## src/rtl/str_gbox_frac.sv

```systemverilog
// str_gbox_frac: bit-accurate stream gearbox between arbitrary up/down widths.
// Up words are packed LSB-first into a bit accumulator. Full down words are
// emitted as soon as enough bits are held, and a packet end flushes the
// zero-padded tail word together with its valid bit count.
// Every output is a register loaded from the next-state values, so dn_val
// never depends on dn_rdy and up_rdy has no combinational path from dn_rdy.
module str_gbox_frac #(
    parameter  int DATA_UP_WIDTH = 3,
    parameter  int DATA_DN_WIDTH = 8,
    localparam int BUF_WIDTH     = DATA_UP_WIDTH + 2 * DATA_DN_WIDTH - 1,
    localparam int CNT_WIDTH     = $clog2(BUF_WIDTH + 1),
    localparam int BITS_WIDTH    = $clog2(DATA_DN_WIDTH + 1)
) (
    input  logic                     clk,
    input  logic                     rst_n,
    input  logic [DATA_UP_WIDTH-1:0] up_data,
    input  logic                     up_last,
    input  logic                     up_val,
    output logic                     up_rdy,
    output logic [DATA_DN_WIDTH-1:0] dn_data,
    output logic                     dn_last,
    output logic [BITS_WIDTH-1:0]    dn_bits,
    output logic                     dn_val,
    input  logic                     dn_rdy
);

    localparam logic [CNT_WIDTH-1:0]  CNT_ZERO  = {CNT_WIDTH{1'b0}};
    localparam logic [CNT_WIDTH-1:0]  CNT_UP    = CNT_WIDTH'(DATA_UP_WIDTH);
    localparam logic [CNT_WIDTH-1:0]  CNT_DN    = CNT_WIDTH'(DATA_DN_WIDTH);
    localparam logic [CNT_WIDTH-1:0]  CNT_BUF   = CNT_WIDTH'(BUF_WIDTH);
    localparam logic [BITS_WIDTH-1:0] BITS_ZERO = {BITS_WIDTH{1'b0}};
    localparam logic [BITS_WIDTH-1:0] BITS_DN   = BITS_WIDTH'(DATA_DN_WIDTH);
    localparam logic [BUF_WIDTH-1:0]  BUF_ZERO  = {BUF_WIDTH{1'b0}};

    // Accumulator state
    logic [BUF_WIDTH-1:0]     buf_r;
    logic [CNT_WIDTH-1:0]     count_r;
    logic                     flush_r;

    // Registered outputs
    logic                     up_rdy_r;
    logic                     dn_val_r;
    logic                     dn_last_r;
    logic [BITS_WIDTH-1:0]    dn_bits_r;
    logic [DATA_DN_WIDTH-1:0] dn_data_r;

    // Next-state datapath
    logic                     up_fire_s;
    logic                     dn_fire_s;
    logic [CNT_WIDTH-1:0]     used_s;
    logic [CNT_WIDTH-1:0]     rem_s;
    logic [BUF_WIDTH-1:0]     shift_s;
    logic [BUF_WIDTH-1:0]     ins_s;
    logic [BUF_WIDTH-1:0]     buf_nxt_s;
    logic [CNT_WIDTH-1:0]     count_nxt_s;
    logic                     flush_nxt_s;
    logic [BITS_WIDTH-1:0]    dn_bits_nxt_s;

    // Room for one more up word, never while a packet end is draining.
    function automatic logic fits_f(input logic [CNT_WIDTH-1:0] cnt, input logic flush);
        return ~flush & (({1'b0, cnt} + {1'b0, CNT_UP}) <= {1'b0, CNT_BUF});
    endfunction

    // A full down word is held, or the drained tail still has bits.
    function automatic logic dn_val_f(input logic [CNT_WIDTH-1:0] cnt, input logic flush);
        return (cnt >= CNT_DN) | (flush & (cnt != CNT_ZERO));
    endfunction

    // The word on offer is the final one of the packet (may be full width).
    function automatic logic dn_last_f(input logic [CNT_WIDTH-1:0] cnt, input logic flush);
        return flush & (cnt <= CNT_DN) & (cnt != CNT_ZERO);
    endfunction

    // Valid bit count of the word on offer, zero when nothing is offered.
    function automatic logic [BITS_WIDTH-1:0] dn_bits_f(input logic [CNT_WIDTH-1:0] cnt,
                                                        input logic flush);
        logic [BITS_WIDTH-1:0] bits_v;
        if (!dn_val_f(cnt, flush)) begin
            bits_v = BITS_ZERO;
        end else if (dn_last_f(cnt, flush)) begin
            bits_v = cnt[BITS_WIDTH-1:0];
        end else begin
            bits_v = BITS_DN;
        end
        return bits_v;
    endfunction

    // Down word with every bit at or above the valid count forced to zero.
    function automatic logic [DATA_DN_WIDTH-1:0] dn_data_f(input logic [DATA_DN_WIDTH-1:0] low_v,
                                                           input logic [BITS_WIDTH-1:0] bits);
        logic [DATA_DN_WIDTH-1:0] mask_v;
        for (int i = 0; i < DATA_DN_WIDTH; i++) begin
            mask_v[i] = (BITS_WIDTH'(i) < bits);
        end
        return low_v & mask_v;
    endfunction

    // Keep only the accumulator bits below the valid count.
    function automatic logic [BUF_WIDTH-1:0] keep_low_f(input logic [BUF_WIDTH-1:0] acc_v,
                                                        input logic [CNT_WIDTH-1:0] cnt);
        logic [BUF_WIDTH-1:0] mask_v;
        for (int i = 0; i < BUF_WIDTH; i++) begin
            mask_v[i] = (CNT_WIDTH'(i) < cnt);
        end
        return acc_v & mask_v;
    endfunction

    // Handshakes, bits consumed this cycle and the next accumulator contents.
    always_comb begin
        up_fire_s = up_val & up_rdy_r;
        dn_fire_s = dn_val_r & dn_rdy;
        if (dn_fire_s) begin
            if (count_r < CNT_DN) begin
                used_s = count_r;
            end else begin
                used_s = CNT_DN;
            end
        end else begin
            used_s = CNT_ZERO;
        end
        rem_s   = count_r - used_s;
        shift_s = buf_r >> used_s;
        if (up_fire_s) begin
            ins_s       = BUF_WIDTH'(up_data) << rem_s;
            count_nxt_s = rem_s + CNT_UP;
        end else begin
            ins_s       = BUF_ZERO;
            count_nxt_s = rem_s;
        end
        buf_nxt_s = keep_low_f(shift_s | ins_s, count_nxt_s);
        if (up_fire_s & up_last) begin
            flush_nxt_s = 1'b1;
        end else if (dn_fire_s & dn_last_r) begin
            flush_nxt_s = 1'b0;
        end else begin
            flush_nxt_s = flush_r;
        end
        dn_bits_nxt_s = dn_bits_f(count_nxt_s, flush_nxt_s);
    end

    // State and output registers; reset drops every buffered bit.
    always_ff @(posedge clk or negedge rst_n) begin
        if (!rst_n) begin
            buf_r     <= BUF_ZERO;
            count_r   <= CNT_ZERO;
            flush_r   <= 1'b0;
            up_rdy_r  <= 1'b0;
            dn_val_r  <= 1'b0;
            dn_last_r <= 1'b0;
            dn_bits_r <= BITS_ZERO;
            dn_data_r <= {DATA_DN_WIDTH{1'b0}};
        end else begin
            buf_r     <= buf_nxt_s;
            count_r   <= count_nxt_s;
            flush_r   <= flush_nxt_s;
            up_rdy_r  <= fits_f(count_nxt_s, flush_nxt_s);
            dn_val_r  <= dn_val_f(count_nxt_s, flush_nxt_s);
            dn_last_r <= dn_last_f(count_nxt_s, flush_nxt_s);
            dn_bits_r <= dn_bits_nxt_s;
            dn_data_r <= dn_data_f(buf_nxt_s[DATA_DN_WIDTH-1:0], dn_bits_nxt_s);
        end
    end

    assign up_rdy  = up_rdy_r;
    assign dn_val  = dn_val_r;
    assign dn_last = dn_last_r;
    assign dn_bits = dn_bits_r;
    assign dn_data = dn_data_r;

endmodule

```

## config.mk

```make
export PLATFORM = sky130hd
export DESIGN_NAME = str_gbox_frac
export DESIGN_NICKNAME = d
export VERILOG_FILES = /design/src/rtl/str_gbox_frac.sv
export SDC_FILE = /design/constraint.sdc
export NUM_CORES = 1
export LEC_CHECK = 0
export ABC_CLOCK_PERIOD_IN_PS = 9600
export BUFFER_PORTS_ARGS = -buffer_cell sky130_fd_sc_hd__buf_2
export CORE_AREA = 2 2 91 93
export DETAILED_ROUTE_END_ITERATION = 16
export DIE_AREA = 0 0 93 95
export PLACE_DENSITY_LB_ADDON = 0.15
export SLEW_MARGIN = 20
export SYNTH_ARGS = -nofsm -noshare
export SYNTH_HDL_FRONTEND = slang
export SYNTH_SLANG_ARGS = --single-unit
```

## constraint.sdc

```tcl
create_clock -name clk -period 9.6 [get_ports clk]
set_input_delay 1.92 -clock clk [delete_from_list [all_inputs] [get_ports clk]]
set_output_delay 1.92 -clock clk [all_outputs]
set_load 0.02 [all_outputs]
```

==> results of run 1 <==
==> layout make-up <==
cell class / count / area [µm²] / area share [%]
Timing Repair Buffer: 22 / 110 / 3.35
Clock buffer: 5 / 68.8 / 2.09
Sequential cell: 39 / 976 / 29.7
Clock inverter: 3 / 23.8 / 0.723
Inverter: 16 / 60.1 / 1.83
Tap cell: 105 / 131 / 4.00
Multi-Input combinational cell: 285 / 1920 / 58.3
==> metal layers <==
layer	vias up	global-route usage, %	share of wire (%)
met3	19	4.39	6.9
met4	0	6.74	2.3
met1	1451	32.2	44
met5	-	0	0
met2	132	35.9	47
li1	1354	-	-
==> per-stage QoR <==
stage	util, %	std cells	setup WS, ns
4_1_cts	41.5	475	3.56
6_report	41.5	475	3.47
3_5_place_dp	40.3	467	3.24
2_1_floorplan	-	362	4.46
3_3_place_gp	40.3	467	3.38
5_1_grt	41.5	475	2.92
==> worst max-delay path by stage <==
stage | slack [ns] | depth (start not counted) | to
final | 3.47 | 13 | buf_r[9]$_DFF_PN0_
after global routing | 2.92 | 13 | buf_r[9]$_DFF_PN0_
after CTS | 3.56 | 13 | buf_r[9]$_DFF_PN0_
after detailed placement | 3.24 | 13 | buf_r[9]$_DFF_PN0_
after global placement | 3.38 | 13 | buf_r[12]$_DFF_PN0_
after floorplan | 4.46 | 17 | buf_r[2]$_DFF_PN0_
==> cell usage in the layout (no fill, tap or decap), types with 3 or more instances in the layout <==
cell type	count
and3_1	7
o21a_1	9
ha_1	9
inv_1	11
a2bb2oi_1	7
xnor2_1	5
o22ai_1	3
o211ai_1	5
nor2b_1	3
a32oi_1	4
or3_1	4
nand2_1	29
a21o_1	4
nand4_1	4
nor2_1	25
buf_2	22
o21ai_0	23
a21boi_0	9
mux2i_1	4
nand2b_1	3
and2_1	9
dfrtp_1	39
mux4_2	3
or2_2	3
a22oi_1	5
nor3_1	13
clkbuf_8	5
nand3_1	22
a21oi_1	26
a211oi_1	5
inv_2	4
==> sequential cells by signal (all words and copies together), names as in the netlist <==
name,flops
buf_r,18
dn_data,8
count_r,5
dn_bits,4
dn_last,1
dn_val,1
flush_r,1
up_rdy,1
==> cell families (layout without fill, tap and decap cells) <==
logic type / count (synthesis) / after routing / synth area share, %
and+or+nand+nor: 135 / 135 / 22.7
AOI/OAI and AO/OA: 122 / 122 / 28.2
DFF: 39 / 39 / 31.8
buffers and inverters: 38 / 46 / 5.59
adders and majority gates: 10 / 10 / 4.33
xor gates and xnor gates: 9 / 9 / 3.06
muxes: 9 / 9 / 4.24
==> critical path, delay by kind of cell <==
family / cells / cell delay [ns]
simple gates: 4 / 1.68
compound gates: 2 / 0.26
buf+inv: 4 / 0.75
xor+xnor: 1 / 0.70
fa+ha+maj: 2 / 1.02
==> results.json, run 1 <==
{
  "outcome": "finished, final reports clean",
  "hold_violations": 0,
  "grt_pass1_vias": 2645,
  "track_usage_pct": 22.9,
  "arrival_ns": 6.33,
  "coreArea_um2": 7930,
  "synth.top_cells.by_count": "39 x dfrtp_1, 29 x nand2_1, 26 x a21oi_1",
  "hold_end": "dn_last$_DFF_PN0_",
  "first_iter_violations": 308,
  "die_h_um": 95,
  "drtPass1Iterations": 5,
  "cp_cell_sequence": "buf_2 > nand4bb_1 > nor2_2 > inv_2 > fa_1 > inv_1 > ha_1 > nand3b_1 > xnor2_1 > inv_1 > nor2_1 > o21ai_0 > o21a_1",
  "final_area_um2": 3290,
  "maxSlewHeadroom_pct": 36.5,
  "drc_errors": 0,
  "gp_congestion": 1.01,
  "setup-tns-final_ns": 0,
  "num_antenna_cells": 0,
  "ys_seq_area_share_pct": 31.8,
  "clock-sinks": 39,
  "drive_above_1_share_pct": 14.3,
  "cts_made_buffers": 5,
  "clock_skew_ns": 0.0108,
  "endpoint_kind": "register",
  "syn_to_final_growth_pct": 7.27,
  "path_max_fanout": 19,
  "cts_tree": "yes",
  "globalRouteOverflowTotal": 0,
  "max_cap_violations": 0,
  "synth.most_common_cell": "dfrtp_1",
  "ant_nets": 0,
  "clkLatencyLatePin_ns": 0.30,
  "slowest_delay_ns": 0.77,
  "cts_buffer_depth": 2,
  "dr_total_vias": 2956,
  "grt_max_degree": 40,
  "fmax_mhz": 163,
  "slew_violations": 0,
  "num-fill-cells": 812,
  "clk_pin_slew_worst_paths_ns": 0.09,
  "ios": 23,
  "slowest_stage": "fa_1",
  "num_rows": 33,
  "min_from": "flush_r$_DFF_PN0_",
  "hold-worst-slack_ns": 0.693,
  "placed_area_um2": 3200,
  "yosys.area.top_type": "dfrtp_1",
  "mappedNetlistNets": 380,
  "startpoint": "dn_rdy",
  "initial_core_util_pct": 38.7,
  "htreeDepth": 2,
  "via_per_inst": 6.22,
  "synthFlopType": "dfrtp_1",
  "synth_area_leaders": "dfrtp_1 32%, a21oi_1 4.2%, o21ai_0 3.8%",
  "antenna_found_initial": 0,
  "ys.warnings.count": 0,
  "die_w_um": 93,
  "start_kind": "primary input",
  "post_cts_resized": 0,
  "rsz0062_at_grt": "false",
  "hold_class": "register to register",
  "setup_violations": 0,
  "whs_path_depth": 2,
  "totalWireLength_um": 9830,
  "syn_area_um2": 3070,
  "r2r_slack_ns": 4.61,
  "synth-async-reset-ratio_pct": 100,
  "synth_edf_count": 0,
  "synth_cell_types": 64,
  "postCtsHoldBufs": 0,
  "final_nets": 387,
  "netlist.area_leader.share_pct": 31.8,
  "worst-setup-path-type": "primary input to register",
  "clk_root_buffer_cell": "clkbuf_8",
  "drt-wirelength-per-cell_um": 20.7,
  "dp_hpwl_um": 7440,
  "worstReg2RegStart": "count_r[4]$_DFF_PN0_",
  "postCtsSetupBuffers": 0,
  "synthCells": 362,
  "worst_slew_pin_slew_ns": 0.953,
  "port_buffers": 22,
  "fin_crit_ns": 6.13,
  "r2r-end": "buf_r[9]$_DFF_PN0_",
  "ys_ff_latch": 39,
  "fin_crit_sh_pct": 63.9,
  "dieArea_um2": 8840,
  "path_common_cell": "inv_1",
  "syn_avg_cell_area_um2": 8.47,
  "reg2regPathDepth": 12,
  "required_ns": 9.80,
  "grt_pass1_wl_um": 15300
}
Power of run 1 is left out: the tool's default activity adds up to more than one toggle a clock period on the data nets, which glitch-free logic cannot reach.
==> run 2, diff against run 1 <==
ABC_AREA = 1   (was unset)
ABC_CLOCK_PERIOD_IN_PS = 5600   (was 9600)
CORE_AREA = 2 2 90 92   (was 2 2 91 93)
DIE_AREA = 0 0 92 94   (was 0 0 93 95)
clock period = 5.6 ns   (was 9.6 ns; I/O delays follow)
==> run 2 against run 1 <==
Net effect: synthesized cell count up 15%; register-to-register slack got worse by 3.1 ns; hold slack worse by 0.21 ns; count of clock-buffer cells in the layout unchanged; critical path type unchanged; critical path depth up 5; final cell count increased by 15%; non-clock buffer count increased by 3; die area fell by 2.1%; wire length down 13%; first-iteration DRC count decreased by 25%; worst setup slack got worse by 2.4 ns.
==> results.json, run 2 <==
{
  "outcome": "finished, final reports clean",
  "drt-wirelength-per-cell_um": 15.8,
  "ant_nets": 0,
  "startpoint": "dn_rdy",
  "slew_violations": 0,
  "endpoint_kind": "register",
  "hold-worst-slack_ns": 0.487,
  "worst_slew_pin_slew_ns": 0.894,
  "coreArea_um2": 7610,
  "synthCells": 418,
  "path_max_fanout": 34,
  "synthFlopType": "dfrtp_1",
  "postCtsSetupBuffers": 0,
  "ios": 23,
  "hold_violations": 0,
  "globalRouteOverflowTotal": 0,
  "rsz0062_at_grt": "false",
  "synth_cell_types": 41,
  "slowest_delay_ns": 0.64,
  "num_antenna_cells": 0,
  "fmax_mhz": 222,
  "antenna_found_initial": 0,
  "min_from": "flush_r$_DFF_PN0_",
  "worst-setup-path-type": "primary input to register",
  "num_rows": 32,
  "synth.top_cells.by_count": "121 x nand2_1, 46 x inv_1, 39 x dfrtp_1",
  "arrival_ns": 4.70,
  "setup-tns-final_ns": 0,
  "worstReg2RegStart": "count_r[4]$_DFF_PN0_",
  "totalWireLength_um": 8600,
  "fin_crit_ns": 4.50,
  "ys_ff_latch": 39,
  "yosys.area.top_type": "dfrtp_1",
  "synth_area_leaders": "dfrtp_1 33%, nand2_1 15%, inv_1 5.8%",
  "fin_crit_sh_pct": 80.3,
  "cts_made_buffers": 5,
  "drtPass1Iterations": 5,
  "postCtsHoldBufs": 0,
  "gp_congestion": 0.918,
  "place_ws_ns": 0.814,
  "required_ns": 5.80,
  "initial_core_util_pct": 39.0,
  "port_buffers": 22,
  "post_cts_resized": 0,
  "crit_buf_inv": 6,
  "grt_pass1_vias": 2774,
  "met1_usage_pct": 28.2,
  "dieArea_um2": 8650,
  "grt.met2_usage_pct": 35.6,
  "final_nets": 459,
  "dp_hpwl_um": 6760,
  "grt_pass1_wl_um": 14300,
  "cp_top_family": "adder cells",
  "ys.warnings.count": 0,
  "drive_above_1_share_pct": 17.4,
  "setup_violations": 0,
  "dr_total_vias": 2785,
  "cp_cell_sequence": "buf_2 > nand2_1 > inv_1 > nand3_4 > inv_1 > ha_1 > inv_1 > fa_1 > inv_2 > ha_1 > o21a_1 > inv_1 > ha_1 > or2_2 > nand2_1 > a31oi_1 > a211oi_1 > nor2_1",
  "grt_max_degree": 40,
  "slowest_stage": "fa_1",
  "clk_root_buffer_cell": "clkbuf_8",
  "via_per_inst": 5.12,
  "drc_errors": 0,
  "top_register": "buf_r",
  "largest_reg_flops": 18,
  "top_usage_layer": "met2",
  "syn_to_final_growth_pct": 10.1,
  "clkLatencyLatePin_ns": 0.31,
  "hold_class": "register to register",
  "clock-sinks": 39,
  "track_usage_pct": 21.5,
  "ys_seq_area_share_pct": 32.9,
  "synth_edf_count": 0,
  "netlist.area_leader.share_pct": 32.9,
  "clock_skew_ns": 0.0119,
  "syn_avg_cell_area_um2": 7.10,
  "cts_tree": "yes",
  "final_cell_mix": "121 x nand2_1, 46 x inv_1, 39 x dfrtp_1",
  "clk_pin_slew_worst_paths_ns": 0.09,
  "die_h_um": 94,
  "synth-async-reset-ratio_pct": 100,
  "layout_setup_ws_ns": 1.10,
  "cts_buffer_depth": 2,
  "synth.most_common_cell": "nand2_1",
  "htreeDepth": 2,
  "syn_area_um2": 2970,
  "mappedNetlistNets": 436,
  "die_w_um": 92,
  "final_common_cell": "nand2_1",
  "maxSlewHeadroom_pct": 40.4,
  "first_iter_violations": 230,
  "max_cap_violations": 0,
  "path_common_cell": "inv_1",
  "start_kind": "primary input",
  "gr-usage-met3_pct": 3.53
}
-- run 2: cell count changes after synthesis, sizes merged, moves of 8 or more --
| cell | delta |
|---|---|
| nand2 | +104 |
| inv | +42 |
| o21ai | +18 |
| a21oi | -14 |
| nor2 | +12 |
| clkbuf | -11 |
| nand3 | +9 |
| a21boi | -8 |
| and2 | -8 |
| o211ai | +8 |
-- run 2: routing by layer --
layer,vias to the layer above,share of wire (%)
met5,-,0
met3,21,3.7
li1,1409,-
met4,0,2.9
met1,1284,46
met2,71,48
-- run 2: worst paths after layout --
kind / slack, ns / endpoint / cells after the start
worst max-delay path: 1.10 / up_rdy$_DFF_PN0_ / 18
worst min-delay path: 0.49 / flush_r$_DFF_PN0_ / 2
worst max register to register: 1.55 / up_rdy$_DFF_PN0_ / 16
worst min register to register: 0.49 / flush_r$_DFF_PN0_ / 2
max in group asynchronous: 4.10 / dn_last$_DFF_PN0_ / 1
min in group asynchronous: 0.93 / buf_r[10]$_DFF_PN0_ / 1
-- run 2: area by class of cell --
type / instances / area, µm²
fill: 861 / 4340
sequential: 39 / 976
tap: 102 / 128
inverter: 57 / 226
clock buffer: 5 / 68.8
clock inverter: 3 / 23.8
multi-input combinational: 313 / 1710
timing repair buffer: 25 / 133
-- run 2: kinds of logic (layout without fill, tap and decap cells) --
kind of cell | count (synthesis) | in the layout | synth area share (%)
AND/OR/NAND/NOR | 218 | 218 | 35.8
adder cells (fa/ha/maj) | 10 | 10 | 4.47
AO/OA/AOI/OAI | 82 | 82 | 16.3
multiplexers | 2 | 2 | 0.675
flip-flops | 39 | 39 | 32.9
buffers and inverters | 66 | 90 | 9.40
XOR/XNOR | 1 | 1 | 0.548
-- run 2: metrics by stage --
step | utilization [%] | cells | area [µm²]
after floorplan | - | 418 | 2970
after global placement | 41.7 | 536 | 3180
after detailed placement | 41.7 | 536 | 3180
after CTS | 43.0 | 544 | 3270
after global routing | 43.0 | 544 | 3270
final | 43.0 | 544 | 3270
-- run 2: worst reg2reg max path, delay by kind of cell, from the launching register on --
family / cells / cell delay, ns
adder cells (fa/ha/maj): 4 / 1.41
AND/OR/NAND/NOR: 5 / 0.95
flip-flops: 1 / 0.45
AO/OA/AOI/OAI: 3 / 0.54
buffers and inverters: 4 / 0.60
Power of run 2 is left out for the same reason.
==> run 3, diff against run 2 <==
ABC_AREA = 0   (was 1)
ABC_CLOCK_PERIOD_IN_PS = 3750   (was 5600)
CORE_AREA = 2 2 91 93   (was 2 2 90 92)
DIE_AREA = 0 0 93 95   (was 0 0 92 94)
clock period = 3.75 ns   (was 5.6 ns; I/O delays follow)
==> run 3 against run 2 <==
Net effect: worst setup slack worse by 0.82 ns; register-to-register slack worse by 1.3 ns; die area is 2.2% higher; non-clock buffer count is 38 higher; global-route usage is 3.1 points higher; critical path type is now register to register.
==> results.json, run 3 (synthesis gave the netlist of run 1 again) <==
{
  "largest_reg_flops": 18,
  "rsz0062_at_grt": "false",
  "track_usage_pct": 24.6,
  "port_buffers": 22,
  "totalWireLength_um": 10300,
  "met1_usage_pct": 31.9,
  "clk_pin_slew_worst_paths_ns": 0.10,
  "required_ns": 3.96,
  "first_iter_violations": 363,
  "grt_max_degree": 40,
  "antenna_found_initial": 0,
  "htreeDepth": 2,
  "max_cap_violations": 0,
  "dp_hpwl_um": 8000,
  "fin_crit_sh_pct": 92.5,
  "clock_skew_ns": 0.00971,
  "grt_pass1_wl_um": 16500,
  "die_h_um": 95,
  "area.sequential_um2": 976,
  "clock-sinks": 39,
  "drt-wirelength-per-cell_um": 19.9,
  "cts_made_buffers": 5,
  "dr_total_vias": 3074,
  "via_per_inst": 5.96,
  "post_cts_resized": 0,
  "drive_above_1_share_pct": 22.9,
  "syn_to_final_growth_pct": 17.5,
  "grt.met2_usage_pct": 40.3,
  "drc_errors": 0,
  "num_antenna_cells": 0,
  "num_rows": 33,
  "endpoint_kind": "register",
  "reg2regPathDepth": 13,
  "grt_pass1_vias": 3033,
  "postCtsSetupBuffers": 0,
  "drtPass1Iterations": 5,
  "path_max_fanout": 7,
  "multi_input_area_um2": 1920,
  "clkLatencyLatePin_ns": 0.30,
  "top_register": "buf_r",
  "cts_tree": "yes",
  "initial_core_util_pct": 38.7,
  "final_common_cell": "buf_4",
  "setup_violations": 0,
  "dp_cells": 508,
  "cts_buffer_depth": 2,
  "ios": 23,
  "start_kind": "register",
  "final_cell_mix": "41 x buf_4, 39 x dfrtp_1, 29 x nand2_1",
  "final_nets": 428,
  "gr-usage-met3_pct": 4.63,
  "clk_root_buffer_cell": "clkbuf_8",
  "top_usage_layer": "met2",
  "ant_nets": 0,
  "worst_slew_pin_slew_ns": 0.886,
  "slew_violations": 0,
  "arrival_ns": 3.67,
  "die_w_um": 93,
  "fmax_mhz": 288,
  "postCtsHoldBufs": 0,
  "stdcell_count": 516,
  "outcome": "finished, final reports clean",
  "globalRouteOverflowTotal": 0,
  "num-fill-cells": 828,
  "maxSlewHeadroom_pct": 40.9,
  "fin_crit_ns": 3.47,
  "worst-setup-path-type": "register to register",
  "hold_class": "primary input to async pin",
  "dieArea_um2": 8840,
  "coreArea_um2": 7930,
  "gp_congestion": 1.00,
  "hold_violations": 0
}
run 3: cell count changes in the layout (fill, tap and decap cells not counted), sizes merged, moves of 8 or more:
cell    delta
nand2    -104
buf       +38
inv       -42
and2       +8
nand3      -9
nor2      -12
a21boi     +8
a21oi     +14
o211ai     -8
o21ai     -18
run 3: path summary, 6_finish.rpt:
check | from | to | slack, ns
min in group clk | flush_r$_DFF_PN0_ | dn_last$_DFF_PN0_ | 0.69
worst min-delay path | rst_n | buf_r[9]$_DFF_PN0_ | 0.55
worst max register to register | count_r[4]$_DFF_PN0_ | dn_data[6]$_DFF_PN0_ | 0.28
worst min register to register | flush_r$_DFF_PN0_ | dn_last$_DFF_PN0_ | 0.69
max in group asynchronous | rst_n | buf_r[7]$_DFF_PN0_ | 2.63
worst max-delay path | count_r[4]$_DFF_PN0_ | dn_data[6]$_DFF_PN0_ | 0.28
run 3: worst max-delay path, stage by stage (launching register included):
cell and delay (ns):
dfrtp_1 0.49, and4bb_1 0.38, nand2_4 0.06, inv_1 0.06
ha_1 0.16, inv_1 0.05, fa_1 0.45, a211o_1 0.35
and3_1 0.19, nor2_2 0.19, nand3_1 0.17, o32ai_1 0.44
buf_4 0.18, a21boi_0 0.21
run 3: layout make-up:
type | instances | share of cell area [%]
Timing Repair Buffer | 63 | 11.6
Sequential cell | 39 | 27.1
Inverter | 16 | 1.67
Clock buffer | 5 | 1.91
Multi-Input combinational cell | 285 | 53.4
Tap cell | 105 | 3.65
Clock inverter | 3 | 0.660
run 3: metal layers:
layer,vias to the layer above,part of all wire [%]
li1,1442,-
met1,1491,43
met2,120,48
met3,21,6.4
met4,0,3.2
met5,-,0
run 3: stage by stage:
| stage | hold WS, ns | setup TNS (ns) | instance area (µm²) | utilization, % | setup slack, ns |
|---|---|---|---|---|---|
| 3_3_place_gp | 0.694 | -0.00406 | 3510 | 44.3 | -0.00406 |
| 5_1_grt | 0.636 | 0 | 3600 | 45.4 | 0.0201 |
| 4_1_cts | 0.605 | 0 | 3600 | 45.4 | 0.294 |
| 6_report | 0.552 | 0 | 3600 | 45.4 | 0.283 |
| 3_5_place_dp | 0.679 | 0 | 3510 | 44.3 | 0.00979 |
| 2_1_floorplan | 0.454 | 0 | 3080 | - | 0.0120 |
Power of run 3 is left out for the same reason.
